`config.mk`:
```
export PLATFORM = sky130hd
export DESIGN_NAME = hazard_unit_mc
export DESIGN_NICKNAME = d
export VERILOG_FILES = /design/src/rtl/hazard_unit_mc.sv
export SDC_FILE = /design/constraint.sdc
export NUM_CORES = 1
export LEC_CHECK = 0
export CAP_MARGIN = 20
export CORE_ASPECT_RATIO = 0.8
export CORE_MARGIN = 2
export CORE_UTILIZATION = 48
export CTS_BUF_LIST = sky130_fd_sc_hd__clkbuf_8
export DETAILED_ROUTE_END_ITERATION = 8
export PLACE_DENSITY = 0.84
export SYNTH_ARGS = -nofsm -noshare
export SYNTH_HDL_FRONTEND = slang
export SYNTH_SLANG_ARGS = --single-unit
```
`constraint.sdc`:
```
create_clock -name clk_i -period 3.16 [get_ports clk_i]
set_clock_uncertainty 0.15 [all_clocks]
set_input_delay 0.474 -clock clk_i [delete_from_list [all_inputs] [get_ports clk_i]]
set_output_delay 0.474 -clock clk_i [all_outputs]
set_load 0.05 [all_outputs]
```
`src/rtl/hazard_unit_mc.sv`:
```
// hazard_unit_mc: load-use hazard detection with multi-cycle bubbles, memory freeze,
// branch-flush priority and a saturating bubble counter.
module hazard_unit_mc #(
    parameter int REG_ADDR_W      = 5,
    parameter int NUM_SRC         = 2,
    parameter int LOAD_USE_CYCLES = 1,
    parameter int CNT_W           = 32
) (
    input  logic                          clk_i,
    input  logic                          rst_i,
    input  logic                          MemRead_EX_i,
    input  logic [REG_ADDR_W-1:0]         RDaddr_EX_i,
    input  logic [NUM_SRC*REG_ADDR_W-1:0] RSaddr_ID_i,
    input  logic [NUM_SRC-1:0]            RSUse_ID_i,
    input  logic                          MemStall_i,
    input  logic                          BranchTaken_ID_i,
    output logic                          Stall_o,
    output logic                          PCWrite_o,
    output logic                          NoOP_o,
    output logic                          Flush_o,
    output logic [CNT_W-1:0]              BubbleCnt_o
);
    localparam int CW = LOAD_USE_CYCLES > 1 ? $clog2(LOAD_USE_CYCLES) : 1;

    typedef enum logic {IDLE, LU_STALL} state_t;

    state_t        state, state_n;
    logic [CW-1:0] cnt, cnt_n;
    logic          hit;

    always_comb begin
        hit = 1'b0;
        for (int k = 0; k < NUM_SRC; k++)
            if (RSUse_ID_i[k] && RSaddr_ID_i[k*REG_ADDR_W +: REG_ADDR_W] == RDaddr_EX_i)
                hit = 1'b1;
        hit = hit && MemRead_EX_i && (RDaddr_EX_i != '0);
    end

    // Reset forces the pass-through outputs so the pipeline is never held while in reset.
    always_comb begin
        state_n   = state;
        cnt_n     = cnt;
        Stall_o   = 1'b0;
        PCWrite_o = 1'b1;
        NoOP_o    = 1'b0;
        Flush_o   = 1'b0;
        if (!rst_i) begin
            state_n = IDLE;
        end else if (MemStall_i) begin
            Stall_o   = 1'b1;
            PCWrite_o = 1'b0;
        end else if (state == LU_STALL || hit) begin
            Stall_o   = 1'b1;
            PCWrite_o = 1'b0;
            NoOP_o    = 1'b1;
            if (state == LU_STALL) begin
                cnt_n   = cnt - CW'(1);
                state_n = (cnt == CW'(1)) ? IDLE : LU_STALL;
            end else if (LOAD_USE_CYCLES > 1) begin
                cnt_n   = CW'(LOAD_USE_CYCLES - 1);
                state_n = LU_STALL;
            end
        end else begin
            Flush_o = BranchTaken_ID_i;
        end
    end

    always_ff @(posedge clk_i or negedge rst_i) begin
        if (!rst_i) begin
            state       <= IDLE;
            cnt         <= '0;
            BubbleCnt_o <= '0;
        end else begin
            state <= state_n;
            cnt   <= cnt_n;
            if (NoOP_o && !(&BubbleCnt_o))
                BubbleCnt_o <= BubbleCnt_o + CNT_W'(1);
        end
    end
endmodule

```
# == Word-level counts from Yosys, hierarchy flattened ==
# Cells that the tools add are included.
# W data, S select, Z words.
# totals
out_inout_bits,36
reg_bits,34
wordCells,39
in_bits,22
# classes
n_eq_ne,4
mux,18
reduce_logical,11
n_addsub,2
bitwise,1
# ops
operator,count
$add A32 B1 Y32 const B,1
$reduce_and A32 Y1,1
$mux W1,18
$eq A5 B5 Y1,2
$logic_and A1 B1 Y1,5
$reduce_bool A5 Y1,1
$reduce_and A4 Y1,1
$ne A2 B1 Y1 const B,1
$ne A2 B2 Y1 const B,1
$reduce_and A2 Y1,1
$logic_not A1 Y1,1
$logic_or A1 B1 Y1,1
$not A1 Y1,1
$sub A1 B1 Y1 const B,1

# == Logic depth before layout (Yosys ltp) ==
# Gate-level depths: netlist of the first run.
# logic_depth
ltp_word,11
ltp_mapped,8
depth_no_buf,7

# == Worst setup path before layout of the first run ==
# No wires, ideal clock.
# synth_path
kind,input -> output
start,input port RDaddr_EX_i[1]
end,output port PCWrite_o
n_path_buf,0
path_stages,5
arrival_time_ns,2.096
slack_ns,0.440
required_ns,2.536
cell_sequence,or4_1 > o21a_1 > a21o_1 > o21a_1 > inv_1
# synth_between
elab_chain_len,10
word_cells_on_any_way,13
classes_between,eq/ne (2); mux (5); reduce/logical (6)
# synth_lines
item,line,rtl
from (decl),12,"input logic [REG_ADDR_W-1:0] RDaddr_EX_i,"
$eq A5 B5 Y1,34,if (RSUse_ID_i[k] && RSaddr_ID_i[k*REG_ADDR_W +: REG_ADDR_W] == RDaddr_EX_i)
$logic_and A1 B1 Y1,34,
$mux W1 (2 in series),34,
$logic_and A1 B1 Y1,36,hit = hit && MemRead_EX_i && (RDaddr_EX_i != '0);
$logic_and A1 B1 Y1 (*),36,
$logic_or A1 B1 Y1 (*),52,end else if (state == LU_STALL || hit) begin
$mux W1 (*),52,
$mux W1 (*),49,end else if (MemStall_i) begin
$mux W1 (*),47,if (!rst_i) begin
to (decl),18,"output logic PCWrite_o,"
# Every way passes the cells marked *; elsewhere a longest branch is shown, timed or not.

# == Worst setup path in the final report of the first run ==
# layout_path
start,input port RDaddr_EX_i[1]
end,output port NoOP_o
# layout_between
elab_chain_len,10
word_cells_on_any_way,13
classes_between,eq/ne (2); mux (5); reduce/logical (6)
# layout_lines
item,line,rtl
$eq A5 B5 Y1,34,
$logic_and A1 B1 Y1,34,
$mux W1 (2 in series),34,
$logic_and A1 B1 Y1,36,
$logic_and A1 B1 Y1 (*),36,
$logic_or A1 B1 Y1 (*),52,
$mux W1 (*),52,
$mux W1 (*),49,
$mux W1 (*),47,
to (decl),19,"output logic NoOP_o,"
# Marks and branches as above.

==> impl_results.md, run 1 <==
* Combined area of the multi-input logic cells at 967 um2
* Nets in the synthesized netlist at 210
* Maximum net fanout on the critical path at 7
* WL final at 4.49 mm
* Number of buffers on the longest clock path at 2
* Number of input and output port buffers inserted at 57
* Clock Pin Slew Worst Setup and Hold Paths at 60 ps
* Largest cells by area after synthesis: sky130_fd_sc_hd__dfrtp_1, sky130_fd_sc_hd__xor2_1, sky130_fd_sc_hd__xnor2_1
* Unrepaired setup endpoints after global routing: false
* Warnings, synthesis at 0
* Insertion delay to the later sink of the worst-skew pair at 290 ps
* Total clock buffers created by CTS at 5
* Die area at 0.00444 mm2
* Endpoints failing hold at 0
* Worst Path Required at 2540 ps
* Antenna-violating nets left at 0
* Max-slew violations at 0
* Worst Max-Slew Pin Slew at 758 ps
* Initial standard-cell utilization of the core at 49.8%
* CTS Hold Bufs at 0
* Worst IR Drop VDD at 0.353 mV
* # DRC at 0
* Share of cells above drive strength 1 at 10.8%
* Post-layout util at 70.5%
* Category of the most critical setup path: input port to output port
* Crit path capture type: output port
* Cell-by-cell trace of the critical path: clkdlybuf4s50_1 > or4_1 > o21a_1 > a31oi_2 > inv_1 > buf_4
* Number of DRC violations after detailed-routing iteration 0 at 70
* Crit path time final at 3000 ps
* Leak at 1.23 nW
* Initial antenna violation count at 0
* Largest net degree at the start of global routing at 36
* Top-level I/O count at 58
* Std cell rows at 20
* Area Overhead vs Synth at 41.7%
* Postcts setup bufs at 0
* Clock sinks at 34
* Library cell occupying the most area in the post-synthesis netlist: sky130_fd_sc_hd__dfrtp_1
* Number of endpoints failing setup at the final stage at 0
* Max incr delay on CP at 540 ps
* Critical Path Slowest Stage Cell: sky130_fd_sc_hd__or4_1
* Startpoint type of the worst setup path: input port
* Worst hold path class: flip-flop to flip-flop
* Final RePlAce weighted congestion at 0.788
* Average vias per placed instance at 5.47
* Post-layout nets at 272
* Outcome: finished clean
* Die boundary width at 74.0 um
* Post-synthesis sequential element count at 34
* Total global routing overflow at 0
* Count of cell types in the netlist at 31
* Vias in the first global route at 1533
* First-pass GRT wire length at 7.26 mm
* Fin crit share at 94.9%
* Worst R2R Setup Slack at 490 ps
* Reported max-cap violation count at 0
* Half-perimeter wire length after placement at 3.28 mm
* Storage element area at 851 um2
* Share of the yosys chip area belonging to registers at 45.2%
* Mapped Area at 0.00188 mm2
* Root Buffer: sky130_fd_sc_hd__clkbuf_8
* Die Y at 60.0 um
* Detailed Routing Iterations Pass 1 at 5
* Drt wl/cell at 14.7 um
* Diode count at 0
* Resized cells post-CTS at 0
* Max Clock Freq at 0.334 GHz
* Vias at 1669
* Slew HR at 49.0%
* Core box area at 0.00378 mm2
* Overall fraction of global-route tracks in use at 22.0%
* Mean area per synthesized cell at 10.1 um2
* H-tree level count at 2
* Arrival time of the worst setup path at 2370 ps
* Number of fill cells at 279
* CTS tree: done
* Total Neg Setup Slack at 0 ps
* Synthesized netlist cell count at 187
* Proportion of netlist area held by the largest area contributor at 45.2%
* PD cells at 359 mW/mm2
-- sequential cells by signal, summed over array words and instances, names as in the netlist --
signal and cells:
BubbleCnt_o 32, cnt 1, state 1
-- cells in the final DEF, fill, tap and decap left out, types with 7 or more instances in the layout --
master / count
sky130_fd_sc_hd__nand2_1: 17
sky130_fd_sc_hd__nand3_1: 11
sky130_fd_sc_hd__nand4_1: 9
sky130_fd_sc_hd__xnor2_1: 15
sky130_fd_sc_hd__nor4_1: 13
sky130_fd_sc_hd__nor3_1: 8
sky130_fd_sc_hd__xor2_1: 27
sky130_fd_sc_hd__buf_4: 7
sky130_fd_sc_hd__clkdlybuf4s50_1: 53
sky130_fd_sc_hd__dfrtp_1: 34
-- through the flow --
stage	power (W)	cell area, um2	worst slack [ps]	hold WS (ps)	std cells
floorplan	0.000506	1880	440	28.4	187
global placement	0.000571	2560	189	316	297
detailed placement	0.000573	2560	172	313	297
CTS	0.000966	2670	159	336	305
global route	0.000997	2670	79.2	358	305
finish	0.000956	2670	162	334	305
-- Yosys cell counts --
cell type and count:
sky130_fd_sc_hd__nor3b_1 2, sky130_fd_sc_hd__o21a_1 2, sky130_fd_sc_hd__or3_1 2, sky130_fd_sc_hd__nor2_1 6, sky130_fd_sc_hd__and3_1 4, sky130_fd_sc_hd__nand3_1 11
sky130_fd_sc_hd__inv_2 1, sky130_fd_sc_hd__dfrtp_1 34, sky130_fd_sc_hd__a21oi_1 1, sky130_fd_sc_hd__and2_1 1, sky130_fd_sc_hd__o22ai_1 1, sky130_fd_sc_hd__mux2_1 1
sky130_fd_sc_hd__a21o_1 1, sky130_fd_sc_hd__clkbuf_1 3, sky130_fd_sc_hd__xnor2_1 15, sky130_fd_sc_hd__nor2b_1 1, sky130_fd_sc_hd__nand2_1 17, sky130_fd_sc_hd__xor2_1 27
sky130_fd_sc_hd__nor4_1 13, sky130_fd_sc_hd__nor4b_1 3, sky130_fd_sc_hd__or4_1 3, sky130_fd_sc_hd__nand4_2 1, sky130_fd_sc_hd__inv_1 6, sky130_fd_sc_hd__nor3_1 8
sky130_fd_sc_hd__nor4_2 6, sky130_fd_sc_hd__nand4_1 9, sky130_fd_sc_hd__a31oi_1 1, sky130_fd_sc_hd__and4_1 1, sky130_fd_sc_hd__ha_1 1, sky130_fd_sc_hd__buf_2 4
sky130_fd_sc_hd__buf_6 1
-- routing by layer --
layer / up-vias / global-route usage, % / part of all wire (%)
met4: 0 / 7.53 / 1.4
li1: 792 / - / -
met5: - / 0 / 0
met1: 807 / 29.6 / 44
met3: 7 / 5.40 / 6.6
met2: 63 / 35.1 / 48
-- worst max-delay path: cells and delay by family --
family	cells	cell delay, ps
buffers and inverters	3	740
AOI/OAI and AO/OA	2	620
and+or+nand+nor	1	540
-- cell type report --
class	count	area share, %
tap	55	2.58
inverter	7	0.986
sequential	34	31.9
timing repair buffer	63	24.1
clock buffer	5	2.58
multi-input combinational	138	36.3
clock inverter	3	1.50
-- final timing paths --
path | from | to | depth (start not counted)
worst max-delay path | RDaddr_EX_i[1] | NoOP_o | 6
worst max register to register | BubbleCnt_o[0] | BubbleCnt_o[1] | 8
min in group asynchronous | rst_i | BubbleCnt_o[15] | 2
max in group asynchronous | rst_i | BubbleCnt_o[5] | 2
worst min-delay path | BubbleCnt_o[16] | BubbleCnt_o[16] | 1
worst min register to register | BubbleCnt_o[16] | BubbleCnt_o[16] | 1
-- kinds of logic after synthesis --
kind of cell	share of synthesized area [%]
fa+ha+maj	0.665
simple gates	28.1
xor+xnor	19.6
compound gates	2.13
flops	45.2
mux	0.599
buf+inv	3.66
-- power by group --
part / switching (W) / internal [W] / leakage (nW)
Sequential: 0.00000745 / 0.000441 / 0.459
Combinational: 0.0000602 / 0.0000557 / 0.711
Clock: 0.000160 / 0.000232 / 0.0579
Total: 0.000228 / 0.000728 / 1.23
Note: power is estimated with default switching activity, not from simulation.
==> run 2, diff against run 1 <==
--- a/config.mk
+++ b/config.mk
@@ -5,10 +5,11 @@
 export SDC_FILE = /design/constraint.sdc
 export NUM_CORES = 1
 export LEC_CHECK = 0
+export ABC_AREA = 1
 export CAP_MARGIN = 20
 export CORE_ASPECT_RATIO = 0.8
 export CORE_MARGIN = 2
-export CORE_UTILIZATION = 48
+export CORE_UTILIZATION = 52
 export CTS_BUF_LIST = sky130_fd_sc_hd__clkbuf_8
 export DETAILED_ROUTE_END_ITERATION = 8
 export PLACE_DENSITY = 0.84
==> run 2 against run 1 <==
  * Sequential share of layout area fell by 6.3 points
  * Sequential power barely moved
  * Clock power down 15%
  * Non-clock buffer count increased by 2
  * Wire length is 68% higher
  * Critical endpoint is now Stall_o
  * Cell count increased by 76%
  * Count of clock-buffer cells in the layout grew 1
  * Die area increased by 25%
==> impl_results.md, run 2 <==
* Drt wl/cell at 14.1 um (-4.2%)
* Switching power as a share of total power at 27.3% (+3.5 points)
* Top Registers: BubbleCnt_o x32, cnt x1, state x1
* Resized cells post-CTS at 0 (unchanged)
* Detailed Routing Iterations Pass 1 at 5 (unchanged)
* Leak at 1.60 nW (+30%)
* Die Y at 67.0 um (+12%)
* Synthesized netlist cell count at 415 (+120%)
* Fraction of synthesized cell area in xor and xnor cells at 5.43% (-14 points)
* Insertion delay to the later sink of the worst-skew pair at 290 ps (about the same)
* Antenna-violating nets left at 0 (unchanged)
* Crit path time final at 2750 ps (-253 ps)
* Cell count of the worst reg-to-reg path at 10 (+2)
* Largest net degree at the start of global routing at 37 (+2.8%)
* Complex-gate fraction of the synthesized area at 0.776% (-1.4 points)
* Number of DRC violations after detailed-routing iteration 0 at 184 (+160%)
* Most numerous cell in the Yosys netlist: sky130_fd_sc_hd__nand2_1
* Startpoint type of the worst setup path: input port
* Share of async-settable or async-resettable flops after synthesis at 100% (unchanged)
* Most common library cells after synthesis: sky130_fd_sc_hd__nand2_1, sky130_fd_sc_hd__nor2_1, sky130_fd_sc_hd__dfrtp_1, sky130_fd_sc_hd__nand4_1, sky130_fd_sc_hd__inv_1
* First-pass GRT wire length at 12.9 mm (+77%)
* Worst R2R Setup Slack at 790 ps (+300 ps)
* Initial standard-cell utilization of the core at 55.1% (+5.3 points)
* Clock sinks at 34 (unchanged)
* Unrepaired setup endpoints after global routing: false
* Top-level I/O count at 58 (unchanged)
* Diode count at 0 (unchanged)
* WL final at 7.56 mm (+68%)
* Commonest cells after routing, fill and taps aside: sky130_fd_sc_hd__nand2_1, sky130_fd_sc_hd__nor2_1, sky130_fd_sc_hd__clkdlybuf4s50_1
* Worst Max-Slew Pin Slew at 510 ps (-248 ps)
* Internal power at 0.000665 W (-8.7%)
* CTS tree: done
* Max incr delay on CP at 540 ps (about the same)
* Crit path capture type: output port
* Number of flops mapped to enable cells by yosys at 0 (unchanged)
* Launching point of the worst reg2reg path: BubbleCnt_o[0]
* Die boundary width at 82.7 um (+12%)
* # DRC at 0 (unchanged)
* Total Neg Setup Slack at 0 ps (unchanged)
* Sequential share of power at 49.1% (+2.2 points)
* Most frequent standard cell in the layout excluding fill and tap cells: sky130_fd_sc_hd__nand2_1
* Most flops, register: BubbleCnt_o
* Worst hold path class: input port to asynchronous set/reset pin
* Std cell rows at 22 (+10%)
* Net load switching power at 0.000250 W (+10%)
* Nets in the synthesized netlist at 438 (+110%)
* Combinational share of power at 14.3% (+2.2 points)
* Endpoints failing hold at 0 (unchanged)
* Dominant synthesized flop cell: sky130_fd_sc_hd__dfrtp_1
* Multiplexer fraction of the synthesized cell area at 0% (-0.60 points)
* Flip-flop count of the largest register after layout at 32 (unchanged)
* Arrival time of the worst setup path at 2120 ps (-250 ps)
* Fraction of the mapped netlist area in simple logic gates at 53.0% (+25 points)
* Post-layout nets at 498 (+83%)
* Initial antenna violation count at 0 (unchanged)
* Vias at 2864 (+72%)
* PD cells at 276 mW/mm2 (-23%)
* Number of endpoints failing setup at the final stage at 0 (unchanged)
* Root Buffer: sky130_fd_sc_hd__clkbuf_8
* Overall fraction of global-route tracks in use at 31.1% (+9.1 points)
* Largest cells by area after synthesis: sky130_fd_sc_hd__dfrtp_1, sky130_fd_sc_hd__nand2_1, sky130_fd_sc_hd__nor2_1
* Max-slew violations at 0 (unchanged)
* Worst-case hold slack at 121 ps (-213 ps)
* Adder-cell share of the synthesized area at 0.485% (-0.18 points)
* Area Overhead vs Synth at 28.9%
* Postcts setup bufs at 0 (unchanged)
* Worst IR Drop VDD at 0.201 mV (-43%)
* Worst Path Required at 2540 ps (about the same)
* Number of buffers on the longest clock path at 2 (unchanged)
* Category of the most critical setup path: input port to output port
* H-tree level count at 2 (unchanged)
* Max Clock Freq at 0.364 GHz (+9.2%)
* Mean area per synthesized cell at 6.21 um2 (-38%)
* Mapped Area at 0.00258 mm2 (+37%)
* Average vias per placed instance at 5.34 (-2.4%)
* Library cell occupying the most area in the post-synthesis netlist: sky130_fd_sc_hd__dfrtp_1
* Vias in the first global route at 2663 (+74%)
* Core box area at 0.00468 mm2 (+24%)
* Share of the yosys chip area belonging to registers at 33.0% (-12 points)
* Maximum net fanout on the critical path at 4 (-3)
* Clock Pin Slew Worst Setup and Hold Paths at 80 ps (+20 ps)
* CTS Hold Bufs at 0 (unchanged)
* Number of input and output port buffers inserted at 57 (unchanged)
* Fin crit share at 86.9% (-8.0 points)
* Critical Path Slowest Stage Cell: sky130_fd_sc_hd__clkdlybuf4s50_1
* Outcome: finished clean
* Combinational family with the most area after synthesis: simple AND/OR/NAND/NOR gates
* Proportion of netlist area held by the largest area contributor at 33.0% (-12 points)
* Clock share of power at 36.6% (-4.4 points)
* Reported max-cap violation count at 0 (unchanged)
* Cell-by-cell trace of the critical path: clkdlybuf4s50_1 > inv_1 > nand2_1 > nand2_1 > nor2_1 > nand3_1 > nand2_1 > nand2_1 > nand2_1 > o21ai_1 > inv_1 > buf_12
* Die area at 0.00554 mm2 (+25%)
* Share of cells above drive strength 1 at 5.04% (-5.8 points)
* Slew HR at 65.9% (+17 points)
* Post-synthesis sequential element count at 34 (unchanged)
* Total clock buffers created by CTS at 5 (unchanged)
* Final RePlAce weighted congestion at 0.976 (+24%)
* Capturing point of the worst reg2reg path: BubbleCnt_o[10]
* Half-perimeter wire length after placement at 5.90 mm (+80%)
* Warnings, synthesis at 0 (unchanged)
* Count of cell types in the netlist at 20 (-35%)
* Most numerous cell on the critical path: sky130_fd_sc_hd__nand2_1
* Total global routing overflow at 0 (unchanged)
run 2: worst max-delay path, delay by kind of cell:
family / cells / cell delay (ps)
AND/OR/NAND/NOR: 7 / 610
AO/OA/AOI/OAI: 1 / 130
buffers and inverters: 4 / 900
run 2: layer usage:
layer | GRT usage [%] | vias up | part of all wire (%)
met2 | 48.2 | 102 | 43
met4 | 6.56 | 0 | 0.94
li1 | - | 1430 | -
met5 | 0 | - | 0
met1 | 45.1 | 1322 | 48
met3 | 5.56 | 10 | 7.5
run 2: layout make-up:
type / instances / area [um2]
inverter: 30 / 113
multi-input combinational: 339 / 1540
sequential: 34 / 851
clock buffer: 6 / 82.6
fill: 417 / 1360
timing repair buffer: 65 / 653
tap: 60 / 75.1
clock inverter: 2 / 8.76
run 2: cell families (layout without fill, tap and decap cells):
logic type      Yosys count  after routing
fa+ha+maj                 1              1
xor+xnor                 16             16
flops                    34             34
buf+inv                  42            103
compound gates            4              4
simple gates            318            318
run 2: per-stage QoR:
stage               instances  util, %  power (W)  instance area (um2)  setup WS [ps]
floorplan                 415        -   0.000517                 2580            264
global placement          528     69.1   0.000586                 3230            500
detailed placement        528     69.1   0.000589                 3230            422
CTS                       536     71.0   0.000921                 3320            414
global route              536     71.0   0.000954                 3320            220
finish                    536     71.0   0.000916                 3320            415
run 2: worst max path at each step:
| stage | from | to | slack [ps] | cells after the start |
|---|---|---|---|---|
| final | RDaddr_EX_i[4] | Stall_o | 410 | 12 |
| after CTS | RDaddr_EX_i[0] | Stall_o | 410 | 10 |
| after floorplan | RDaddr_EX_i[3] | Stall_o | 260 | 8 |
| after detailed placement | RDaddr_EX_i[0] | Stall_o | 420 | 10 |
| after global placement | RDaddr_EX_i[4] | Stall_o | 500 | 12 |
| after global routing | RDaddr_EX_i[4] | Stall_o | 220 | 12 |
run 2: power groups by stage:
stage / Combinational [W] / Sequential [W] / Clock [W]
floorplan: 0.0000462 / 0.000471 / 0
global placement: 0.000128 / 0.000457 / 0
detailed placement: 0.000131 / 0.000458 / 0
CTS: 0.000131 / 0.000449 / 0.000340
global route: 0.000144 / 0.000450 / 0.000361
finish: 0.000131 / 0.000449 / 0.000335
==> run 3, diff against run 2 <==
--- a/config.mk
+++ b/config.mk
@@ -9,10 +9,11 @@
 export CAP_MARGIN = 20
 export CORE_ASPECT_RATIO = 0.8
 export CORE_MARGIN = 2
-export CORE_UTILIZATION = 52
+export CORE_UTILIZATION = 50
 export CTS_BUF_LIST = sky130_fd_sc_hd__clkbuf_8
 export DETAILED_ROUTE_END_ITERATION = 8
-export PLACE_DENSITY = 0.84
+export HOLD_SLACK_MARGIN = 0.02
+export PLACE_DENSITY = 0.81
 export SYNTH_ARGS = -nofsm -noshare
 export SYNTH_HDL_FRONTEND = slang
 export SYNTH_SLANG_ARGS = --single-unit
==> run 3 against run 2 <==
  * Wire length shrank 4.5%
  * Via count shrank 0.56%
  * Global-route usage shrank 4.4 points
  * Largest cell class unchanged
  * Highest routed layer unchanged
  * Critical endpoint is now Flush_o
  * Total power grew 5.0%
  * Cell count grew 0.37%
  * Flip-flop and latch count is the same
  * Sequential share of layout area shrank 0.18 points
  * Count of clock-buffer cells in the layout grew 2
==> impl_results.md, run 3 (synthesis gave the netlist of run 2 again) <==
* Maximum net fanout on the critical path at 18 (+14)
* Half-perimeter wire length after placement at 5.66 mm (-4.0%)
* Top-level I/O count at 58 (unchanged)
* Total clock buffers created by CTS at 5 (unchanged)
* Insertion delay to the later sink of the worst-skew pair at 290 ps (about the same)
* Number of DRC violations after detailed-routing iteration 0 at 203 (+10%)
* Share of cells above drive strength 1 at 5.04% (unchanged)
* Non-filler instance count after layout at 538 (+0.37%)
* Clock Pin Slew Worst Setup and Hold Paths at 70 ps (about the same)
* Overall fraction of global-route tracks in use at 26.7% (-4.4 points)
* Endpoints failing hold at 0 (unchanged)
* Max-slew violations at 0 (unchanged)
* Crit path buffers/inverters at 4 (unchanged)
* Vias in the first global route at 2540 (-4.6%)
* Launching point of the worst reg2reg path: BubbleCnt_o[0]
* Die Y at 68.2 um (+1.9%)
* Initial antenna violation count at 0 (unchanged)
* Flip-flop count of the largest register after layout at 32 (unchanged)
* Root Buffer: sky130_fd_sc_hd__clkbuf_8
* Hold Startpoint: cnt
* First-pass GRT wire length at 12.1 mm (-6.2%)
* Initial standard-cell utilization of the core at 51.8% (-3.3 points)
* Arrival time of the worst setup path at 2100 ps (-20 ps)
* Final RePlAce weighted congestion at 0.950 (-2.6%)
* Worst IR Drop VDD at 0.267 mV (+33%)
* Capturing point of the worst reg2reg path: BubbleCnt_o[22]
* Number of input and output port buffers inserted at 57 (unchanged)
* Startpoint type of the worst setup path: input port
* Fin crit share at 86.3% (-0.60 points)
* Commonest cells after routing, fill and taps aside: sky130_fd_sc_hd__nand2_1, sky130_fd_sc_hd__nor2_1, sky130_fd_sc_hd__clkdlybuf4s50_1
* # DRC at 0 (unchanged)
* Family with the most delay on the worst path: buffers and inverters
* Largest net degree at the start of global routing at 35 (-5.4%)
* Max incr delay on CP at 520 ps (-20 ps)
* Total Neg Setup Slack at 0 ps (unchanged)
* Area Overhead vs Synth at 29.8%
* Post-layout nets at 498 (unchanged)
* Drt wl/cell at 13.4 um (-4.8%)
* Most flops, register: BubbleCnt_o
* Resized cells post-CTS at 0 (unchanged)
* Cell-by-cell trace of the critical path: dlygate4sd3_1 > buf_2 > nand2_1 > clkinv_1 > nand2_1 > nor2_1 > buf_12
* Number of buffers on the longest clock path at 2 (unchanged)
* Core box area at 0.00498 mm2 (+6.4%)
* Max Clock Freq at 0.367 GHz (+0.70%)
* Worst Path Required at 2540 ps (about the same)
* Number of fill cells at 445 (+6.7%)
* Antenna-violating nets left at 0 (unchanged)
* Worst hold path class: flip-flop to flip-flop
* Cell count of the worst reg-to-reg path at 9 (-1)
* Most numerous cell on the critical path: sky130_fd_sc_hd__nand2_1
* CTS tree: done
* Crit path time final at 2730 ps (-19.0 ps)
* Total global routing overflow at 0 (unchanged)
* Average vias per placed instance at 5.29 (-0.93%)
* Unrepaired setup endpoints after global routing: false
* Outcome: finished clean
* Postcts setup bufs at 0 (unchanged)
* Die area at 0.00575 mm2 (+3.8%)
* Crit path capture type: output port
* Detailed Routing Iterations Pass 1 at 5 (unchanged)
* Worst Max-Slew Pin Slew at 510 ps (+0.184 ps)
* Slew HR at 65.9% (about the same)
* Number of cells traversed by the worst hold path at 1
* Post-layout util at 67.2% (-3.8 points)
* Critical Path Slowest Stage Cell: sky130_fd_sc_hd__dlygate4sd3_1
* Die boundary width at 84.3 um (+1.9%)
* Clock sinks at 34 (unchanged)
* Top Registers: BubbleCnt_o x32, cnt x1, state x1
* Category of the most critical setup path: input port to output port
* Reported max-cap violation count at 0 (unchanged)
* Endpoint of the worst hold path: state
* Most frequent standard cell in the layout excluding fill and tap cells: sky130_fd_sc_hd__nand2_1
* Post-Place Cells at 529 (+0.19%)
* Leak at 1.61 nW (+0.32%)
* PD cells at 287 mW/mm2 (+4.2%)
* WL final at 7.23 mm (-4.5%)
* Std cell rows at 23 (+4.5%)
* H-tree level count at 2 (unchanged)
* Vias at 2848 (-0.56%)
* Number of endpoints failing setup at the final stage at 0 (unchanged)
* Diode count at 0 (unchanged)
* Worst R2R Setup Slack at 620 ps (-170 ps)
[run 3: timing repair]
item	4_1_cts	5_1_grt
hold endpoints to repair	14	0
setup endpoints to repair	0	0
hold buffers	1	0
[run 3: cell type report]
cell class	instances	area (um2)	share of cell area [%]
clock buffers	8	110	3.29
multi-input cells	339	1540	46.0
well taps	62	77.6	2.32
repair buffers	65	656	19.6
inverters	30	113	3.36
flip-flops and latches	34	851	25.4
[run 3: how the worst max path moves through the flow]
stage | start | to | cells after the start
final | rst_i | Flush_o | 7
after global routing | RDaddr_EX_i[0] | Stall_o | 10
after CTS | rst_i | Flush_o | 7
after detailed placement | RDaddr_EX_i[4] | Stall_o | 12
after global placement | RDaddr_EX_i[4] | Stall_o | 12
after floorplan | RDaddr_EX_i[3] | Stall_o | 8
[run 3: worst register-to-register path, cell delays in order (launching register included)]
cell and delay, ps:
sky130_fd_sc_hd__dfrtp_1 490, sky130_fd_sc_hd__ha_1 350, sky130_fd_sc_hd__nand3_2 200, sky130_fd_sc_hd__nor2_4 220, sky130_fd_sc_hd__nand4_1 110, sky130_fd_sc_hd__nor2_1 120
sky130_fd_sc_hd__nand3_2 250, sky130_fd_sc_hd__buf_4 320, sky130_fd_sc_hd__nand4_1 150, sky130_fd_sc_hd__nand2_1 60
[run 3: metrics by stage]
stage	total power (W)	cell area, um2	hold slack [ps]	setup slack, ps
after floorplan	0.000517	2580	28.4	264
after global placement	0.000585	3230	268	473
after detailed placement	0.000588	3230	278	420
after CTS	0.000973	3350	329	418
after global routing	0.00101	3350	344	212
final	0.000961	3350	322	434
[run 3: routing by layer]
layer / routed length (um) / track usage (%) / vias to the layer above / share of wire [%]
li1: - / - / 1441 / -
met1: 3590 / 38.4 / 1293 / 50
met2: 3000 / 42.3 / 106 / 41
met3: 570 / 4.70 / 8 / 7.9
met4: 65 / 6.05 / 0 / 0.90
met5: 0 / 0 / - / 0
[run 3: power by group]
group / internal (W) / total [W] / switching (W)
registers: 0.000440 / 0.000449 / 0.00000961
logic: 0.0000538 / 0.000131 / 0.0000772
clock network: 0.000220 / 0.000381 / 0.000161
==> edit 1, RTL diff (flow settings as in run 3) <==
Register the output `BubbleCnt_o` once more, cleared by the reset; this adds one clock of latency there. The other outputs are not delayed to match.
--- a/src/rtl/hazard_unit_mc.sv
+++ b/src/rtl/hazard_unit_mc.sv
@@ -23,6 +23,8 @@
     localparam int CW = LOAD_USE_CYCLES > 1 ? $clog2(LOAD_USE_CYCLES) : 1;
 
     typedef enum logic {IDLE, LU_STALL} state_t;
+
+    logic [CNT_W-1:0] BubbleCnt_s0;
 
     state_t        state, state_n;
     logic [CW-1:0] cnt, cnt_n;
@@ -69,13 +71,21 @@
         if (!rst_i) begin
             state       <= IDLE;
             cnt         <= '0;
-            BubbleCnt_o <= '0;
+            BubbleCnt_s0 <= '0;
         end else begin
             state <= state_n;
             cnt   <= cnt_n;
-            if (NoOP_o && !(&BubbleCnt_o))
-                BubbleCnt_o <= BubbleCnt_o + CNT_W'(1);
+            if (NoOP_o && !(&BubbleCnt_s0))
+                BubbleCnt_s0 <= BubbleCnt_s0 + CNT_W'(1);
         end
     end
+    always_ff @(posedge clk_i or negedge rst_i) begin
+        if (!rst_i) begin
+            BubbleCnt_o <= '0;
+        end else begin
+            BubbleCnt_o <= BubbleCnt_s0;
+        end
+    end
+
 endmodule
 
Behaviour: not the same (Yosys sat finds a counterexample within 4 cycles, from zero or initial values and one cycle with rst_i low).
==> edit 1 against run 3 <==
- largest cell class is now registers
- first-iteration DRC count up 14%
- sequential cell count up 32
- setup slack worse by 0.0075 ns
- count of clock-buffer cells in the layout up 2
- synthesized cell count up 8.0%
- final area up 27%
- routed wire length up 14%
- synthesized area up 31%
- total power up 87%
- highest routed layer unchanged
- critical endpoint is now Stall_o
- cell count up 11%
- fmax down 0.27%
==> edit 1: results (changes against run 3) <==
The flow ran to the end, and the final reports show no timing, DRC or antenna violations. The class of the most critical hold timing path was input pin to asynchronous set/reset pin (was flop to flop). The worst setup path endpoint was Stall_o (was Flush_o). The number of DRC markers after the initial detailed-route iteration was 231 (was 203); the distinct cell type count of the synthesized netlist was 19 (was 20).

The largest incremental delay on the critical path is 0.46 ns (was 0.52 ns), and the final routed wire length divided by cell count is 13.75 um (was 13.43 um). The tools report the maximum number of pins on one net before global-route repair as 68 (was 35). The register area share after synthesis was 48.85% (was 32.99%).

The first-pass GRT wire length is 13850 um (was 12070 um), and the number of levels in the clock H-tree is 3 (was 2). The tools report the number of global-route vias before repair as 2940 (was 2540). The number of nets in the synthesized netlist was 471 (was 438); the last weighted congestion value of the routability-driven placer was 0.9551 (was 0.9500).

Ranking of synthesized cells by area: sky130_fd_sc_hd__dfrtp_1, sky130_fd_sc_hd__nand2_1, sky130_fd_sc_hd__nor2_1, sky130_fd_sc_hd__nand4_1, sky130_fd_sc_hd__inv_1 (unchanged). For the worst relative slew slack, the log shows 46.00% (was 65.88%). Worst-path cell with the longest stage delay: sky130_fd_sc_hd__clkdlybuf4s50_1 (was sky130_fd_sc_hd__dlygate4sd3_1). The largest fanout on the critical path came out at 4 (was 18).

The peak supply drop is 232.5 uV (was 267.3 uV), and the clock latency reported for the late side of the worst-skew pair is 0.35 ns (was 0.29 ns). The clock buffer count from CTS was 9 (was 5). The number of nets at the end of the flow is 531 (was 498), and the reported leakage power is 0.002094 uW (was 0.001607 uW).

The total number of vias was 3126 (was 2848). The reg-to-reg startpoint was BubbleCnt_s0[0] (was BubbleCnt_o[0]). The run gives 554 (was 445) as the final-layout fill cell count. The tools report the critical path startpoint as RDaddr_EX_i[2] (was rst_i). The tools report the capture instance of the worst register-to-register path as BubbleCnt_s0[6] (was BubbleCnt_o[22]).
[edit 1: cell count changes after synthesis]
cell,delta
sky130_fd_sc_hd__inv_1,+1
sky130_fd_sc_hd__nand2_1,+1
sky130_fd_sc_hd__and2_1,-1
sky130_fd_sc_hd__dfrtp_1,+32
[edit 1: final cells by class]
class	count	share of cell area [%]
Clock inverter	6	2.085
Clock buffer	10	3.231
Timing Repair Buffer	61	14.63
Tap cell	84	2.467
Inverter	31	2.731
Multi-Input combinational cell	339	36.09
Sequential cell	66	38.77
[edit 1: cells by family (layout without fill, tap and decap cells)]
family          after synthesis  count (layout)  synth area share, %
compound gates                4               4               0.5922
fa+ha+maj                     1               1               0.3700
buf+inv                      43             108                5.662
simple gates                318             318                40.38
xor+xnor                     16              16                4.145
flops                        66              66                48.85
[edit 1: power by group]
part | switching, uW | internal (uW) | total (uW)
Clock | 329 | 466 | 796
Combinational | 86.3 | 52.2 | 138
Sequential | 9.19 | 854 | 863
[edit 1: worst min path at each step]
stage / from / to / slack (ns) / cells past startpoint
after CTS: rst_i / BubbleCnt_s0[28] / 0.27 / 2
after global placement: BubbleCnt_s0[1] / BubbleCnt_o[1] / 0.28 / 0
after global routing: rst_i / state / 0.33 / 2
final: rst_i / state / 0.23 / 2
after detailed placement: BubbleCnt_s0[31] / BubbleCnt_o[31] / 0.28 / 0
after floorplan: rst_i / BubbleCnt_o[0] / 0.03 / 0
[edit 1: stage by stage]
step                power, uW  hold slack [ns]  cell area, sq um  util, %  setup slack [ns]
finish                   1797           0.2335              4260    65.81            0.4264
global route             1865           0.3266              4260    65.81            0.2549
CTS                      1811           0.2656              4260    65.81            0.4379
detailed placement       1018           0.2844              4034    62.31            0.4314
global placement         1014           0.2792              4034    62.31            0.4873
floorplan               940.0          0.02841              3381        -            0.2639
[edit 1: routing by layer]
metal / wire length (um) / vias up / GRT usage, %
met5: 0 / - / 0
li1: - / 1536 / -
met4: 161 / 0 / 7.857
met3: 610 / 17 / 7.670
met2: 3695 / 117 / 35.59
met1: 3743 / 1456 / 34.31
==> edit 2, RTL diff (config.mk and constraints of run 3) <==
Made on the original files. Change the parameter `CNT_W` from 32 to 40.
--- a/src/rtl/hazard_unit_mc.sv
+++ b/src/rtl/hazard_unit_mc.sv
@@ -4,7 +4,7 @@
     parameter int REG_ADDR_W      = 5,
     parameter int NUM_SRC         = 2,
     parameter int LOAD_USE_CYCLES = 1,
-    parameter int CNT_W           = 32
+    parameter int CNT_W           = 40
 ) (
     input  logic                          clk_i,
     input  logic                          rst_i,
Interface: changed (resized BubbleCnt_o); port bits go from 58 to 66. No check against the original RTL was run, so the function may have changed too.
==> edit 2 against run 3 <==
- setup slack gained 0.051 ns
- final area grew 22%
- sequential cell count grew 8
- critical path type unchanged
- critical endpoint is now Stall_o
- fmax grew 1.9%
- total power grew 17%
- synthesized area grew 24%
- routed wire length grew 29%
- via count grew 23%
==> edit 2: results (changes against run 3) <==
The run finished with clean final reports. The post-synthesis xor/xnor area fraction came out at 4.378% (was 5.434%). The via density per instance was 5.235 (was 5.294); the area share of fa/ha/maj cells after synthesis was 0.3909% (was 0.4852%).

Reported leakage power: 0.001896 uW (was 0.001607 uW). For the least setup slack across all paths after layout, the log shows 0.4851 ns (was 0.4338 ns). The synthesized-area fraction occupied by ao, oa, aoi and oai cells is 0.6255% (was 0.7763%), and the final-layout fill cell count is 585 (was 445). The register area share after synthesis is 32.84% (was 32.99%). The final routed wire length divided by cell count was 13.91 um (was 13.43 um); the share of layout cells above drive strength 1 was 5.299% (was 5.042%). The tools report the number of DRC markers after the initial detailed-route iteration as 234 (was 203). The last weighted congestion value of the routability-driven placer came out at 0.9724 (was 0.9500).

Ranking of synthesized cells by area: sky130_fd_sc_hd__dfrtp_1, sky130_fd_sc_hd__nand2_1, sky130_fd_sc_hd__nand4_1, sky130_fd_sc_hd__nor2_1, sky130_fd_sc_hd__inv_1 (was sky130_fd_sc_hd__dfrtp_1, sky130_fd_sc_hd__nand2_1, sky130_fd_sc_hd__nor2_1, sky130_fd_sc_hd__nand4_1, sky130_fd_sc_hd__inv_1). The tools report the detailed placement HPWL as 7303 um (was 5664 um). The maximum number of pins on one net before global-route repair was 34 (was 35); the arrival time at the worst endpoint was 2.05 ns (was 2.10 ns). Number of nets in the synthesized netlist: 540 (was 438).

The run gives 607 (was 498) as the number of nets at the end of the flow. Synth cell count leaders: sky130_fd_sc_hd__nand2_1, sky130_fd_sc_hd__nor2_1, sky130_fd_sc_hd__nand4_1 (was sky130_fd_sc_hd__nand2_1, sky130_fd_sc_hd__nor2_1, sky130_fd_sc_hd__dfrtp_1, sky130_fd_sc_hd__nand4_1, sky130_fd_sc_hd__inv_1). The setup slack after placement was 0.4747 ns (was 0.4203 ns). Largest fanout on the critical path: 3 (was 18). Worst-path cell with the longest stage delay: sky130_fd_sc_hd__clkdlybuf4s50_1 (was sky130_fd_sc_hd__dlygate4sd3_1). The initial antenna violation count is 0 (unchanged), and the number of global-route vias before repair is 3226 (was 2540).

The logs give 0 (unchanged) for the post-CTS setup buffer count and 15520 um (was 12070 um) for the first-pass GRT wire length. The internal reg-to-reg setup slack was 0.78 ns (was 0.62 ns); the clock buffer count from CTS was 5 (unchanged). The global routing usage summed across all routing layers is 28.14% (was 26.69%).

For the peak supply drop, the log shows 165.7 uV (was 267.3 uV). Quantity of I/O buffers inserted on ports: 65 (was 57). The run gives 22 (was 20) as the distinct cell type count of the synthesized netlist.

Largest registers: BubbleCnt_o x40, cnt x1, state x1 (was BubbleCnt_o x32, cnt x1, state x1). Class of the most critical hold timing path: flop to flop (unchanged). The largest incremental delay on the critical path was 0.44 ns (was 0.52 ns). The actual transition at the worst max-transition pin was 0.5225 ns (was 0.5102 ns). The count of cells resized by post-cts repair came out at 0 (unchanged).
-- edit 2: changes by cell type after synthesis, sizes merged, moves of 2 or more --
cell | before | now
clkbuf | 3 | 8
nand4 | 34 | 48
dfrtp | 34 | 42
inv | 29 | 33
nand3b | 14 | 16
nand3 | 7 | 13
nor2 | 65 | 77
nand2 | 196 | 248
-- edit 2: final timing paths --
| path | depth (start not counted) | start | end |
|---|---|---|---|
| worst max register to register | 10 | BubbleCnt_o[0] | BubbleCnt_o[34] |
| worst min register to register | 1 | cnt | cnt |
| max in group asynchronous | 3 | rst_i | BubbleCnt_o[38] |
| min in group asynchronous | 2 | rst_i | state |
| worst min-delay path | 1 | cnt | cnt |
| worst max-delay path | 10 | RDaddr_EX_i[2] | Stall_o |
-- edit 2: metal layers --
layer	vias up	global-route usage (%)	wire [um]
li1	1792	-	-
met3	15	5.045	650
met4	0	6.536	136
met5	-	0	0
met1	1570	38.85	4372
met2	125	46.76	4150
-- edit 2: kinds of logic after synthesis --
logic type	count (synthesis)
simple gates	404
xor+xnor	16
flops	42
compound gates	4
buf+inv	50
fa+ha+maj	1
-- edit 2: area by class of cell --
class,count,area share (%)
Inverter,34,3.129
Clock inverter,3,1.012
Sequential cell,42,25.77
Multi-Input combinational cell,425,47.24
Clock buffer,5,1.687
Tap cell,84,2.577
Timing Repair Buffer,76,18.59
-- edit 2: through the flow --
step                      cell area, sq um  hold WS, ns  std cells  total power, uW
after detailed placement              3959       0.2400        660            699.4
after global routing                  4079       0.3455        669             1169
after CTS                             4079       0.3285        669             1130
after global placement                3959       0.2279        660            696.8
after floorplan                       3201      0.02841        517            626.3
final                                 4079       0.3303        669             1121
-- edit 2: report_power, final --
part	internal (uW)	total, uW	switching, uW
registers	542	552	10.2
clock network	233	432	199
logic	54.9	137	82.5
